**src/rtl/clint_pkg.sv**
```systemverilog
// Shared constants for the core-local interrupt controller: CSR addresses, cause codes,
// SYSTEM instruction encodings, FSM states and the mstatus trap/return rewrites.
package clint_pkg;

    localparam logic [11:0] CsrMstatus = 12'h300;
    localparam logic [11:0] CsrMepc    = 12'h341;
    localparam logic [11:0] CsrMcause  = 12'h342;

    localparam logic [31:0] CauseEcall  = 32'd11;
    localparam logic [31:0] CauseEbreak = 32'd3;
    localparam logic [31:0] CauseExtIrq = 32'h8000_000B;
    localparam logic [31:0] CauseTmrIrq = 32'h8000_0007;

    localparam logic [31:0] InstEcall  = 32'h0000_0073;
    localparam logic [31:0] InstEbreak = 32'h0010_0073;
    localparam logic [31:0] InstMret   = 32'h3020_0073;

    typedef enum logic [2:0] {
        StIdle,
        StWMepc,
        StWMstatus,
        StWMcause,
        StAssert,
        StMretMst,
        StMretAssert
    } clint_state_e;

    // Trap entry: MPIE <= MIE, MIE <= 0.
    function automatic logic [31:0] trap_mstatus(input logic [31:0] ms);
        return {ms[31:8], ms[3], ms[6:4], 1'b0, ms[2:0]};
    endfunction

    // Trap return: MIE <= MPIE, MPIE <= 1.
    function automatic logic [31:0] mret_mstatus(input logic [31:0] ms);
        return {ms[31:8], 1'b1, ms[6:4], ms[7], ms[2:0]};
    endfunction

endpackage

```
**src/rtl/clint_if.sv**
```systemverilog
// Bundle between the core (EX stage, CSR file, controller) and the clint.
// The timecmp_* signals exist only when CLINT_TIMER_EN is defined.
interface clint_if;
    logic        ex_valid_i;
    logic [31:0] ex_inst_i;
    logic [31:0] ex_pc_i;
    logic        irq_i;
    logic [31:0] csr_mtvec_i;
    logic [31:0] csr_mepc_i;
    logic [31:0] csr_mstatus_i;
    logic        clint_csr_we_o;
    logic [11:0] clint_csr_waddr_o;
    logic [31:0] clint_csr_wdata_o;
    logic        hold_flag_o;
    logic        int_assert_o;
    logic [31:0] int_addr_o;
`ifdef CLINT_TIMER_EN
    logic        timecmp_we_i;
    logic [31:0] timecmp_wdata_i;
`endif

    modport slave (
        input  ex_valid_i, ex_inst_i, ex_pc_i, irq_i, csr_mtvec_i, csr_mepc_i, csr_mstatus_i,
`ifdef CLINT_TIMER_EN
        input  timecmp_we_i, timecmp_wdata_i,
`endif
        output clint_csr_we_o, clint_csr_waddr_o, clint_csr_wdata_o, hold_flag_o,
        output int_assert_o, int_addr_o
    );

    modport master (
        output ex_valid_i, ex_inst_i, ex_pc_i, irq_i, csr_mtvec_i, csr_mepc_i, csr_mstatus_i,
`ifdef CLINT_TIMER_EN
        output timecmp_we_i, timecmp_wdata_i,
`endif
        input  clint_csr_we_o, clint_csr_waddr_o, clint_csr_wdata_o, hold_flag_o,
        input  int_assert_o, int_addr_o
    );
endinterface

```
**src/rtl/clint_timer.sv**
```systemverilog
// Free-running 32-bit mtime counter and mtimecmp register; flags mtime >= mtimecmp.
// Only instantiated when CLINT_TIMER_EN is defined.
module clint_timer #(
    parameter logic [31:0] MTIMECMP_RST = 32'hFFFF_FFFF
) (
    input  logic        clk,
    input  logic        rst,
    input  logic        timecmp_we_i,
    input  logic [31:0] timecmp_wdata_i,
    output logic        timer_hit_o
);

    logic [31:0] mtime_q, mtime_d;
    logic [31:0] mtimecmp_q, mtimecmp_d;

    always_comb begin
        mtime_d    = mtime_q + 32'd1;
        mtimecmp_d = timecmp_we_i ? timecmp_wdata_i : mtimecmp_q;
    end

    always_ff @(posedge clk) begin
        if (rst) begin
            mtime_q    <= '0;
            mtimecmp_q <= MTIMECMP_RST;
        end else begin
            mtime_q    <= mtime_d;
            mtimecmp_q <= mtimecmp_d;
        end
    end

    assign timer_hit_o = (mtime_q >= mtimecmp_q);

endmodule

```
**src/rtl/clint.sv**
```systemverilog
// Core-local interrupt controller: traps on ecall/ebreak/IRQ, returns on mret, sequencing the
// CSR writes before redirecting. Optional timer interrupt built when CLINT_TIMER_EN is defined.
module clint
    import clint_pkg::*;
#(
    parameter int unsigned IRQ_SYNC = 1
`ifdef CLINT_TIMER_EN
    , parameter logic [31:0] MTIMECMP_RST = 32'hFFFF_FFFF
`endif
) (
    input  logic    clk,
    input  logic    rst,
    clint_if.slave  bus
);

    clint_state_e state_q, state_d;
    logic [31:0]  cause_q, cause_d;
    logic [31:0]  pc_q, pc_d;

    logic         irq_s;
    logic         timer_hit;
    logic         mie;
    logic         is_ecall, is_ebreak, is_mret, ext_take, tmr_take;

    logic         hold, csr_we, int_assert;
    logic [11:0]  csr_waddr;
    logic [31:0]  csr_wdata, int_addr;

    if (IRQ_SYNC != 0) begin : g_irq_sync
        logic [1:0] sync_q;
        always_ff @(posedge clk) begin
            if (rst) sync_q <= '0;
            else     sync_q <= {sync_q[0], bus.irq_i};
        end
        assign irq_s = sync_q[1];
    end else begin : g_irq_direct
        assign irq_s = bus.irq_i;
    end

`ifdef CLINT_TIMER_EN
    clint_timer #(
        .MTIMECMP_RST (MTIMECMP_RST)
    ) u_timer (
        .clk             (clk),
        .rst             (rst),
        .timecmp_we_i    (bus.timecmp_we_i),
        .timecmp_wdata_i (bus.timecmp_wdata_i),
        .timer_hit_o     (timer_hit)
    );
`else
    assign timer_hit = 1'b0;
`endif

    // A bubble in EX has no PC to save, so every event is qualified by ex_valid_i.
    assign mie       = bus.csr_mstatus_i[3];
    assign is_ecall  = bus.ex_valid_i && (bus.ex_inst_i == InstEcall);
    assign is_ebreak = bus.ex_valid_i && (bus.ex_inst_i == InstEbreak);
    assign is_mret   = bus.ex_valid_i && (bus.ex_inst_i == InstMret);
    assign ext_take  = bus.ex_valid_i && mie && irq_s;
    assign tmr_take  = bus.ex_valid_i && mie && timer_hit;

    always_comb begin
        state_d    = state_q;
        cause_d    = cause_q;
        pc_d       = pc_q;
        hold       = 1'b0;
        csr_we     = 1'b0;
        csr_waddr  = '0;
        csr_wdata  = '0;
        int_assert = 1'b0;
        int_addr   = '0;

        case (state_q)
            StIdle: begin
                if (!rst) begin
                    if (is_ecall || is_ebreak) begin
                        hold    = 1'b1;
                        pc_d    = bus.ex_pc_i;
                        cause_d = is_ecall ? CauseEcall : CauseEbreak;
                        state_d = StWMepc;
                    end else if (is_mret) begin
                        hold    = 1'b1;
                        state_d = StMretMst;
                    end else if (ext_take) begin
                        hold    = 1'b1;
                        pc_d    = bus.ex_pc_i;
                        cause_d = CauseExtIrq;
                        state_d = StWMepc;
                    end else if (tmr_take) begin
                        hold    = 1'b1;
                        pc_d    = bus.ex_pc_i;
                        cause_d = CauseTmrIrq;
                        state_d = StWMepc;
                    end
                end
            end
            StWMepc: begin
                hold      = 1'b1;
                csr_we    = 1'b1;
                csr_waddr = CsrMepc;
                csr_wdata = pc_q;
                state_d   = StWMstatus;
            end
            StWMstatus: begin
                hold      = 1'b1;
                csr_we    = 1'b1;
                csr_waddr = CsrMstatus;
                csr_wdata = trap_mstatus(bus.csr_mstatus_i);
                state_d   = StWMcause;
            end
            StWMcause: begin
                hold      = 1'b1;
                csr_we    = 1'b1;
                csr_waddr = CsrMcause;
                csr_wdata = cause_q;
                state_d   = StAssert;
            end
            StAssert: begin
                hold       = 1'b1;
                int_assert = 1'b1;
                int_addr   = bus.csr_mtvec_i & 32'hFFFF_FFFC;
                state_d    = StIdle;
            end
            StMretMst: begin
                hold      = 1'b1;
                csr_we    = 1'b1;
                csr_waddr = CsrMstatus;
                csr_wdata = mret_mstatus(bus.csr_mstatus_i);
                state_d   = StMretAssert;
            end
            StMretAssert: begin
                hold       = 1'b1;
                int_assert = 1'b1;
                int_addr   = bus.csr_mepc_i;
                state_d    = StIdle;
            end
            default: state_d = StIdle;
        endcase
    end

    always_ff @(posedge clk) begin
        if (rst) begin
            state_q <= StIdle;
            cause_q <= '0;
            pc_q    <= '0;
        end else begin
            state_q <= state_d;
            cause_q <= cause_d;
            pc_q    <= pc_d;
        end
    end

    assign bus.hold_flag_o       = hold;
    assign bus.clint_csr_we_o    = csr_we;
    assign bus.clint_csr_waddr_o = csr_waddr;
    assign bus.clint_csr_wdata_o = csr_wdata;
    assign bus.int_assert_o      = int_assert;
    assign bus.int_addr_o        = int_addr;

endmodule

```
**src/flat_wrapper.sv**
```systemverilog
// flat-port wrapper written by rule: the top's interface ports become plain ports
module clint_flat import clint_pkg::*;
#(
    parameter int unsigned IRQ_SYNC = 1

)
  (clk, rst, bus_ex_valid_i, bus_ex_inst_i, bus_ex_pc_i, bus_irq_i, bus_csr_mtvec_i, bus_csr_mepc_i, bus_csr_mstatus_i, bus_clint_csr_we_o, bus_clint_csr_waddr_o, bus_clint_csr_wdata_o, bus_hold_flag_o, bus_int_assert_o, bus_int_addr_o);
  clint_if bus_i ();
  input  logic clk;
  input  logic rst;
  input wire logic [$bits(bus_i.ex_valid_i)-1:0] bus_ex_valid_i;
  input wire logic [$bits(bus_i.ex_inst_i)-1:0] bus_ex_inst_i;
  input wire logic [$bits(bus_i.ex_pc_i)-1:0] bus_ex_pc_i;
  input wire logic [$bits(bus_i.irq_i)-1:0] bus_irq_i;
  input wire logic [$bits(bus_i.csr_mtvec_i)-1:0] bus_csr_mtvec_i;
  input wire logic [$bits(bus_i.csr_mepc_i)-1:0] bus_csr_mepc_i;
  input wire logic [$bits(bus_i.csr_mstatus_i)-1:0] bus_csr_mstatus_i;
  output wire logic [$bits(bus_i.clint_csr_we_o)-1:0] bus_clint_csr_we_o;
  output wire logic [$bits(bus_i.clint_csr_waddr_o)-1:0] bus_clint_csr_waddr_o;
  output wire logic [$bits(bus_i.clint_csr_wdata_o)-1:0] bus_clint_csr_wdata_o;
  output wire logic [$bits(bus_i.hold_flag_o)-1:0] bus_hold_flag_o;
  output wire logic [$bits(bus_i.int_assert_o)-1:0] bus_int_assert_o;
  output wire logic [$bits(bus_i.int_addr_o)-1:0] bus_int_addr_o;
  assign bus_i.ex_valid_i = bus_ex_valid_i;
  assign bus_i.ex_inst_i = bus_ex_inst_i;
  assign bus_i.ex_pc_i = bus_ex_pc_i;
  assign bus_i.irq_i = bus_irq_i;
  assign bus_i.csr_mtvec_i = bus_csr_mtvec_i;
  assign bus_i.csr_mepc_i = bus_csr_mepc_i;
  assign bus_i.csr_mstatus_i = bus_csr_mstatus_i;
  assign bus_clint_csr_we_o = bus_i.clint_csr_we_o;
  assign bus_clint_csr_waddr_o = bus_i.clint_csr_waddr_o;
  assign bus_clint_csr_wdata_o = bus_i.clint_csr_wdata_o;
  assign bus_hold_flag_o = bus_i.hold_flag_o;
  assign bus_int_assert_o = bus_i.int_assert_o;
  assign bus_int_addr_o = bus_i.int_addr_o;
  clint #(.IRQ_SYNC(IRQ_SYNC)) u_core (.clk(clk), .rst(rst), .bus(bus_i));
endmodule
```
**config.mk**
```make
export PLATFORM = sky130hd
export DESIGN_NAME = clint_flat
export DESIGN_NICKNAME = d
export VERILOG_FILES = /design/src/rtl/clint_pkg.sv /design/src/rtl/clint_if.sv /design/src/rtl/clint_timer.sv /design/src/rtl/clint.sv /design/src/flat_wrapper.sv
export SDC_FILE = /design/constraint.sdc
export NUM_CORES = 1
export LEC_CHECK = 0
export ABC_AREA = 1
export CORE_ASPECT_RATIO = 0.8
export CORE_MARGIN = 2
export CORE_UTILIZATION = 36
export DETAILED_ROUTE_END_ITERATION = 8
export PLACE_DENSITY = 0.87
export SLEW_MARGIN = 10
export SYNTH_ARGS = -nofsm -noshare
export SYNTH_HDL_FRONTEND = slang
export SYNTH_SLANG_ARGS = --single-unit
```
**constraint.sdc**
```tcl
create_clock -name clk -period 4.7 [get_ports clk]
set_clock_uncertainty 0.05 [all_clocks]
set_input_delay 0.94 -clock clk [delete_from_list [all_inputs] [get_ports clk]]
set_output_delay 0.94 -clock clk [all_outputs]
set_load 0.02 [all_outputs]
```
Word-level counts from Yosys, hierarchy flattened
Cells that the tools add are included.
- input bits: 164
- bits in registers: 69
- reduce and logical (&&, ||, !) cells: 13
- muxes and demuxes: 21
- equal/unequal tests: 11
- operator list (operator ; count):
    $mux 32 ; 6
    $pmux 32 s4 ; 1
    $pmux 32 s2 ; 1
    $eq 32x21->1 const B ; 1
    $eq 32x30->1 const B ; 1
    $eq 32x7->1 const B ; 1
    $pmux 10 s3 ; 1
    $pmux 3 s5 ; 1
    $eq 3x3->1 const B ; 3
    $mux 3 ; 3
    $eq 3x2->1 const B ; 2
    $mux 1 ; 6
    $reduce_or 6->1 ; 1
    $logic_and 1x1->1 ; 5
    $mux 4 ; 1
    $ne 4x1->1 const B ; 1
    $reduce_or 2->1 ; 2
    $reduce_or 4->1 ; 1
    $eq 3x1->1 const B ; 1
    $logic_not 3->1 ; 1
    $reduce_and 3->1 ; 1
    $ne 2x2->1 const B ; 1
    $pmux 1 s2 ; 1
    $reduce_bool 2->1 ; 1
    $logic_or 1x1->1 ; 1

Depth between registers and ports, before layout
- depth after elaboration: 7
- depth in mapped cells: 12
- depth with buffers taken out: 11

Worst setup path after synthesis
Ideal clock, no wire load.
- path kind: input port to output port
- start: input bus_ex_inst_i[7]
- end: output bus_hold_flag_o
- arrival: 2001 ps
- data required time: 3710 ps
- stages: 10
- setup slack: 1709 ps
- cells stage by stage: inv_1 > nand2_1 > nor2_1 > nand2_1 > nor2_4 > nand2_1 > clkbuf_1 > nand2_1 > nand3_1 > nand2_1
- word-level cells in the longest chain between the ends: 6
- elaborated cells between the ends (all ways): 11
- those cells by class: eq/ne: 3; mux: 4; reduce/logical: 4
- ends and longest elaborated chain (what ; line ; RTL):
    from (decl) ; flat_wrapper.sv:12 ; input wire logic [$bits(bus_i.ex_inst_i)-1:0] bus_ex_inst_i;
    $eq 32x30->1, or another cell as far along ; clint.sv:58 ; assign is_mret = bus.ex_valid_i && (bus.ex_inst_i == InstMret);
    $logic_and 1x1->1 (on tied branches) ; clint.sv:58, clint.sv:56, clint.sv:57 ;
    $mux 1 / $logic_or 1x1->1 (equally long branches) ; clint.sv:81, clint.sv:76 ;
    $mux 1 * ; clint.sv:76 ; if (is_ecall || is_ebreak) begin
    $mux 1 * ; clint.sv:75 ; if (!rst) begin
    $pmux 1 s2 * ; clint.sv:73 ; case (state_q)
    to (decl) ; flat_wrapper.sv:21 ; output wire logic [$bits(bus_i.hold_flag_o)-1:0] bus_hold_flag_o;
Every way passes the cells marked *; elsewhere a longest branch is shown, timed or not.

Worst setup path after layout
- start: input bus_ex_valid_i
- end: output bus_hold_flag_o
- word-level cells in the longest chain between the ends: 7
- elaborated cells between the ends (all ways): 11
- those cells by class: mux: 5; reduce/logical: 6
- ends and longest elaborated chain (what ; line ; RTL):
    from (decl) ; flat_wrapper.sv:11 ; input wire logic [$bits(bus_i.ex_valid_i)-1:0] bus_ex_valid_i;
    $logic_and 1x1->1 (2 in a row) ; clint.sv:59 ; assign ext_take = bus.ex_valid_i && mie && irq_s;
    $mux 1 ; clint.sv:84 ; end else if (ext_take) begin
    $mux 1 ; clint.sv:81 ; end else if (is_mret) begin
    $mux 1 * ; clint.sv:76 ;
    $mux 1 * ; clint.sv:75 ;
    $pmux 1 s2 * ; clint.sv:73 ;
Marks and branches as above.

==> impl_results.html <==
<table>
<tr><th>Metric</th><th>Value</th></tr>
<tr><th colspan="2">Clock network</th></tr>
<tr><td>Post-CTS clock slew at the launch and capture registers of the worst setup and hold paths</td><td>approximately 80 ps</td></tr>
<tr><td>Clk root buf</td><td>sky130_fd_sc_hd__clkbuf_8</td></tr>
<tr><td>Largest buffer count on any clock path</td><td>2</td></tr>
<tr><td>Post-CTS setup-driven buffer insertion count</td><td>0</td></tr>
<tr><td>Clock tree sinks</td><td>40</td></tr>
<tr><td>Number of gates resized after CTS</td><td>0</td></tr>
<tr><td>Hold_buf cts</td><td>0</td></tr>
<tr><td>TritonCTS buffer count</td><td>5</td></tr>
<tr><td># H-tree levels</td><td>2</td></tr>
<tr><td>Worst-skew pair later-pin latency</td><td>280 ps</td></tr>
<tr><td>CTS tree</td><td>built</td></tr>
<tr><th colspan="2">Logic synthesis</th></tr>
<tr><td>Post-synthesis xor/xnor area fraction</td><td>0%</td></tr>
<tr><td>Dominant combinational cell family by area after synthesis</td><td>simple AND/OR/NAND/NOR gates</td></tr>
<tr><td>Post-Synth Simple-Gate Area</td><td>around 40%</td></tr>
<tr><td>Compound-gate portion of the synthesized area</td><td>13.3%</td></tr>
<tr><td>Mapped Area</td><td>3010 um^2</td></tr>
<tr><td>Synthesized area divided by synthesized cell count</td><td>between 5 and 6 um^2</td></tr>
<tr><td>Fraction of synthesized area in multiplexers</td><td>0%</td></tr>
<tr><td>Synthesis-stage register bit count</td><td>40</td></tr>
<tr><td>Leading post-synthesis cells by cell area</td><td>sky130_fd_sc_hd__dfxtp_1, sky130_fd_sc_hd__nor2_1, sky130_fd_sc_hd__nand2_1</td></tr>
<tr><td>Cells after synthesis</td><td>~520</td></tr>
<tr><td>Adder-cell share of the synthesized area</td><td>0%</td></tr>
<tr><td>Cell taking the most area after synthesis</td><td>sky130_fd_sc_hd__dfxtp_1</td></tr>
<tr><td>Share of the yosys chip area belonging to registers</td><td>26.6%</td></tr>
<tr><td>Proportion of netlist area held by the largest area contributor</td><td>between 20% and 30%</td></tr>
<tr><td>Synth warn</td><td>0</td></tr>
<tr><td>Count of unique library cells instantiated by Yosys</td><td>22</td></tr>
<tr><th colspan="2">Layout</th></tr>
<tr><td>Share of final-layout standard cells stronger than drive strength 1</td><td>about 4.2%</td></tr>
<tr><td>Final core utilization</td><td>67.7%</td></tr>
<tr><td>Number of antenna cells inserted</td><td>0</td></tr>
<tr><td>Number of fill cells in the layout</td><td>~700</td></tr>
<tr><td>Area growth from synthesis to final layout</td><td>80.4%</td></tr>
<tr><td># nets final</td><td>between 800 and 900</td></tr>
<tr><th colspan="2">Placed design</th></tr>
<tr><td>HPWL Detailed</td><td>9230 um</td></tr>
<tr><td>Final Wtd Congestion</td><td>between 0.8 and 0.9</td></tr>
<tr><td>IO buf count</td><td>233</td></tr>
<tr><th colspan="2">Critical path</th></tr>
<tr><td>Worst path arrival time</td><td>2960 ps</td></tr>
<tr><td>R2r setup slk</td><td>between 2000 and 2500 ps</td></tr>
<tr><td>Worst path required time</td><td>about 3700 ps</td></tr>
<tr><td>Worst r2r dst</td><td>u_core.pc_q[14]</td></tr>
<tr><td>FF-to-FF path depth</td><td>8</td></tr>
<tr><td>Startpoint type of the worst setup path</td><td>input pin</td></tr>
<tr><td>Worst setup path category</td><td>input pin to primary output</td></tr>
<tr><td>Start point of the critical path</td><td>bus_ex_valid_i</td></tr>
<tr><td>Top fanout value on the critical path</td><td>3</td></tr>
<tr><td>Critical path endpoint category</td><td>primary output</td></tr>
<tr><td>Reg2Reg Launch Point</td><td>u_core.state_q[2]</td></tr>
<tr><td>Worst setup path endpoint</td><td>bus_hold_flag_o</td></tr>
<tr><th colspan="2">Routing</th></tr>
<tr><td>Vias/cell</td><td>a little under 5</td></tr>
<tr><td>Average routed wire per standard cell</td><td>about 14 um</td></tr>
<tr><td>Number of vias in the routed layout</td><td>roughly 4k</td></tr>
<tr><td>Detailed Route Iter0 Violations</td><td>roughly 300</td></tr>
<tr><td>Number of nets with antenna violations after routing</td><td>0</td></tr>
<tr><td>Number of remaining DRC errors</td><td>0</td></tr>
<tr><td>Number of search-and-repair iterations in the first detailed-routing pass</td><td>4</td></tr>
<tr><td>Sum of routed wire length over all layers</td><td>about 12000 um</td></tr>
<tr><th colspan="2">Timing</th></tr>
<tr><td>Max-slew headroom at the worst pin</td><td>roughly 30%</td></tr>
<tr><td>Total count of hold-check failures in the final report</td><td>0</td></tr>
<tr><td>Final count of pins violating max slew</td><td>0</td></tr>
<tr><td>Fmax</td><td>253 MHz</td></tr>
<tr><td>Setup TNS</td><td>0 ps</td></tr>
<tr><td>Post-layout min period</td><td>3950 ps</td></tr>
<tr><td>Share of the cycle needed by the critical path after routing</td><td>a little over four fifths</td></tr>
<tr><td>Setup repair after global routing missed its margin</td><td>no</td></tr>
<tr><td>Tightest Pin Transition</td><td>between 1000 and 1500 ps</td></tr>
<tr><td>Setup Viol. Count Final</td><td>0</td></tr>
<tr><th colspan="2">Power</th></tr>
<tr><td>Cell Pwr Density</td><td>about 190 nW/um^2</td></tr>
<tr><td>Maximum vdd drop</td><td>around 0.15 mV</td></tr>
<tr><td>LEAKAGE</td><td>approximately 0.0024 uW</td></tr>
<tr><td>Power after layout</td><td>approximately 1000 uW</td></tr>
<tr><th colspan="2">Run</th></tr>
<tr><td>Number of maximum-capacitance constraint violations</td><td>0</td></tr>
<tr><th colspan="2">Floorplanning</th></tr>
<tr><td>Placeable Area</td><td>8020 um^2</td></tr>
<tr><td>Floorplan die width</td><td>~110 um</td></tr>
<tr><td>Overall die height</td><td>85.8 um</td></tr>
<tr><td>Num ports</td><td>243</td></tr>
<tr><td>Initial standard-cell utilization of the core</td><td>between 30% and 40%</td></tr>
<tr><td>Num rows</td><td>29</td></tr>
<tr><td>Area enclosed by the die boundary</td><td>9120 um^2</td></tr>
<tr><th colspan="2">GRT</th></tr>
<tr><td>Via count of the first global-routing pass</td><td>3917</td></tr>
<tr><td>Maximum number of pins on one net before global-route repair</td><td>38</td></tr>
<tr><td>Number of antenna violations at the first check in global routing</td><td>0</td></tr>
<tr><td>First-pass GRT wire length</td><td>between 15000 and 20000 um</td></tr>
<tr><td>Total GRT Usage</td><td>roughly a quarter</td></tr>
<tr><td>GRT overflow</td><td>0</td></tr>
<tr><th colspan="2">Run status</th></tr>
<tr><td>Status</td><td>finished clean</td></tr>
<tr><th colspan="2">Min path</th></tr>
<tr><td>Hold Path Class</td><td>register to register</td></tr>
</table>
==> cells in the final DEF (no fill, tap or decap), drive strengths merged <==
master         synthesis  routed
inv                   96      96
a21oi                  2       2
clkbuf                19       5
a22o                  27      27
nand4                 32      32
o21ai                 31      31
clkinvlp               0       1
nor2                 107     107
nand2                 92      92
clkdlybuf4s50          0     233
buf                   23       9
nand3                 45      45
clkinv                 1       2
conb                   1       7
nor3                   1       1
dfxtp                 40      40
==> critical path, cell delays in order <==
cell                              delay [ps]
sky130_fd_sc_hd__clkdlybuf4s50_1         510
sky130_fd_sc_hd__nand2_1                  80
sky130_fd_sc_hd__nor2_1                  140
sky130_fd_sc_hd__nand2_1                  90
sky130_fd_sc_hd__nor2_2                  170
sky130_fd_sc_hd__nand2_2                  80
sky130_fd_sc_hd__nand2_4                  60
sky130_fd_sc_hd__inv_2                    60
sky130_fd_sc_hd__nand2_1                  60
sky130_fd_sc_hd__nand3_1                  70
sky130_fd_sc_hd__nand2_1                  60
sky130_fd_sc_hd__clkdlybuf4s50_1         620
==> cells by family after synthesis <==
kind of cell           after synthesis
and+or+nand+nor                    277
buffers and inverters              139
DFF                                 40
other                                1
AOI/OAI and AO/OA                   60
==> cell type report <==
cell class / instances / area (um^2) / area share, %
Clock buffer: 5 / 68.8 / 1.27
Sequential cell: 40 / 801 / 14.7
Multi-Input combinational cell: 344 / 1650 / 30.4
Tap cell: 108 / 135 / 2.49
Clock inverter: 2 / 12.5 / 0.230
Inverter: 97 / 364 / 6.70
Timing Repair Buffer: 242 / 2400 / 44.2
==> layer usage <==
| metal | vias up | wire length, um | share of wire [%] | global-route usage, % |
|---|---|---|---|---|
| met5 | - | 0 | 0 | 0 |
| met2 | 176 | 5870 | 49 | 46.3 |
| met3 | 30 | 954 | 8.0 | 6.69 |
| met1 | 1782 | 4710 | 39 | 28.3 |
| li1 | 2038 | - | - | - |
| met4 | 0 | 397 | 3.3 | 9.21 |
==> synth_stat cells, drive strengths merged <==
library cell / count
a21oi: 2
a22o: 27
buf: 23
clkbuf: 19
clkinv: 1
conb: 1
dfxtp: 40
inv: 96
nand2: 92
nand3: 45
nand4: 32
nor2: 107
nor3: 1
o21ai: 31
==> state kept, by name, summed over array words and instances (netlist names) <==
register                  cells
u_core.g_irq_sync.sync_q      2
u_core.state_q                3
u_core.pc_q                  32
u_core.cause_q                3
==> how the worst min path moves through the flow <==
stage / startpoint / end / slack [ps] / cells past startpoint
detailed placement: u_core.g_irq_sync.sync_q[0] / u_core.g_irq_sync.sync_q[1] / 340 / 2
CTS: u_core.g_irq_sync.sync_q[0] / u_core.g_irq_sync.sync_q[1] / 370 / 2
global route: u_core.g_irq_sync.sync_q[0] / u_core.g_irq_sync.sync_q[1] / 390 / 2
floorplan: u_core.g_irq_sync.sync_q[0] / u_core.g_irq_sync.sync_q[1] / 340 / 2
finish: u_core.g_irq_sync.sync_q[0] / u_core.g_irq_sync.sync_q[1] / 360 / 2
global placement: u_core.g_irq_sync.sync_q[0] / u_core.g_irq_sync.sync_q[1] / 340 / 2
==> per-stage QoR <==
step           area, um^2  setup slack (ps)  hold slack [ps]  std cells
6_report             5430               750              363        838
5_1_grt              5430               495              390        838
3_5_place_dp         5350               751              342        831
4_1_cts              5430               740              366        838
2_1_floorplan        3030              1710              338        523
3_3_place_gp         5350               838              341        831
==> power breakdown <==
| group | switching (uW) | internal (uW) |
|---|---|---|
| sequential | 10.2 | 350 |
| combinational | 235 | 234 |
| clock | 117 | 101 |
| total | 362 | 685 |
Note: power is estimated with default switching activity, not from simulation.
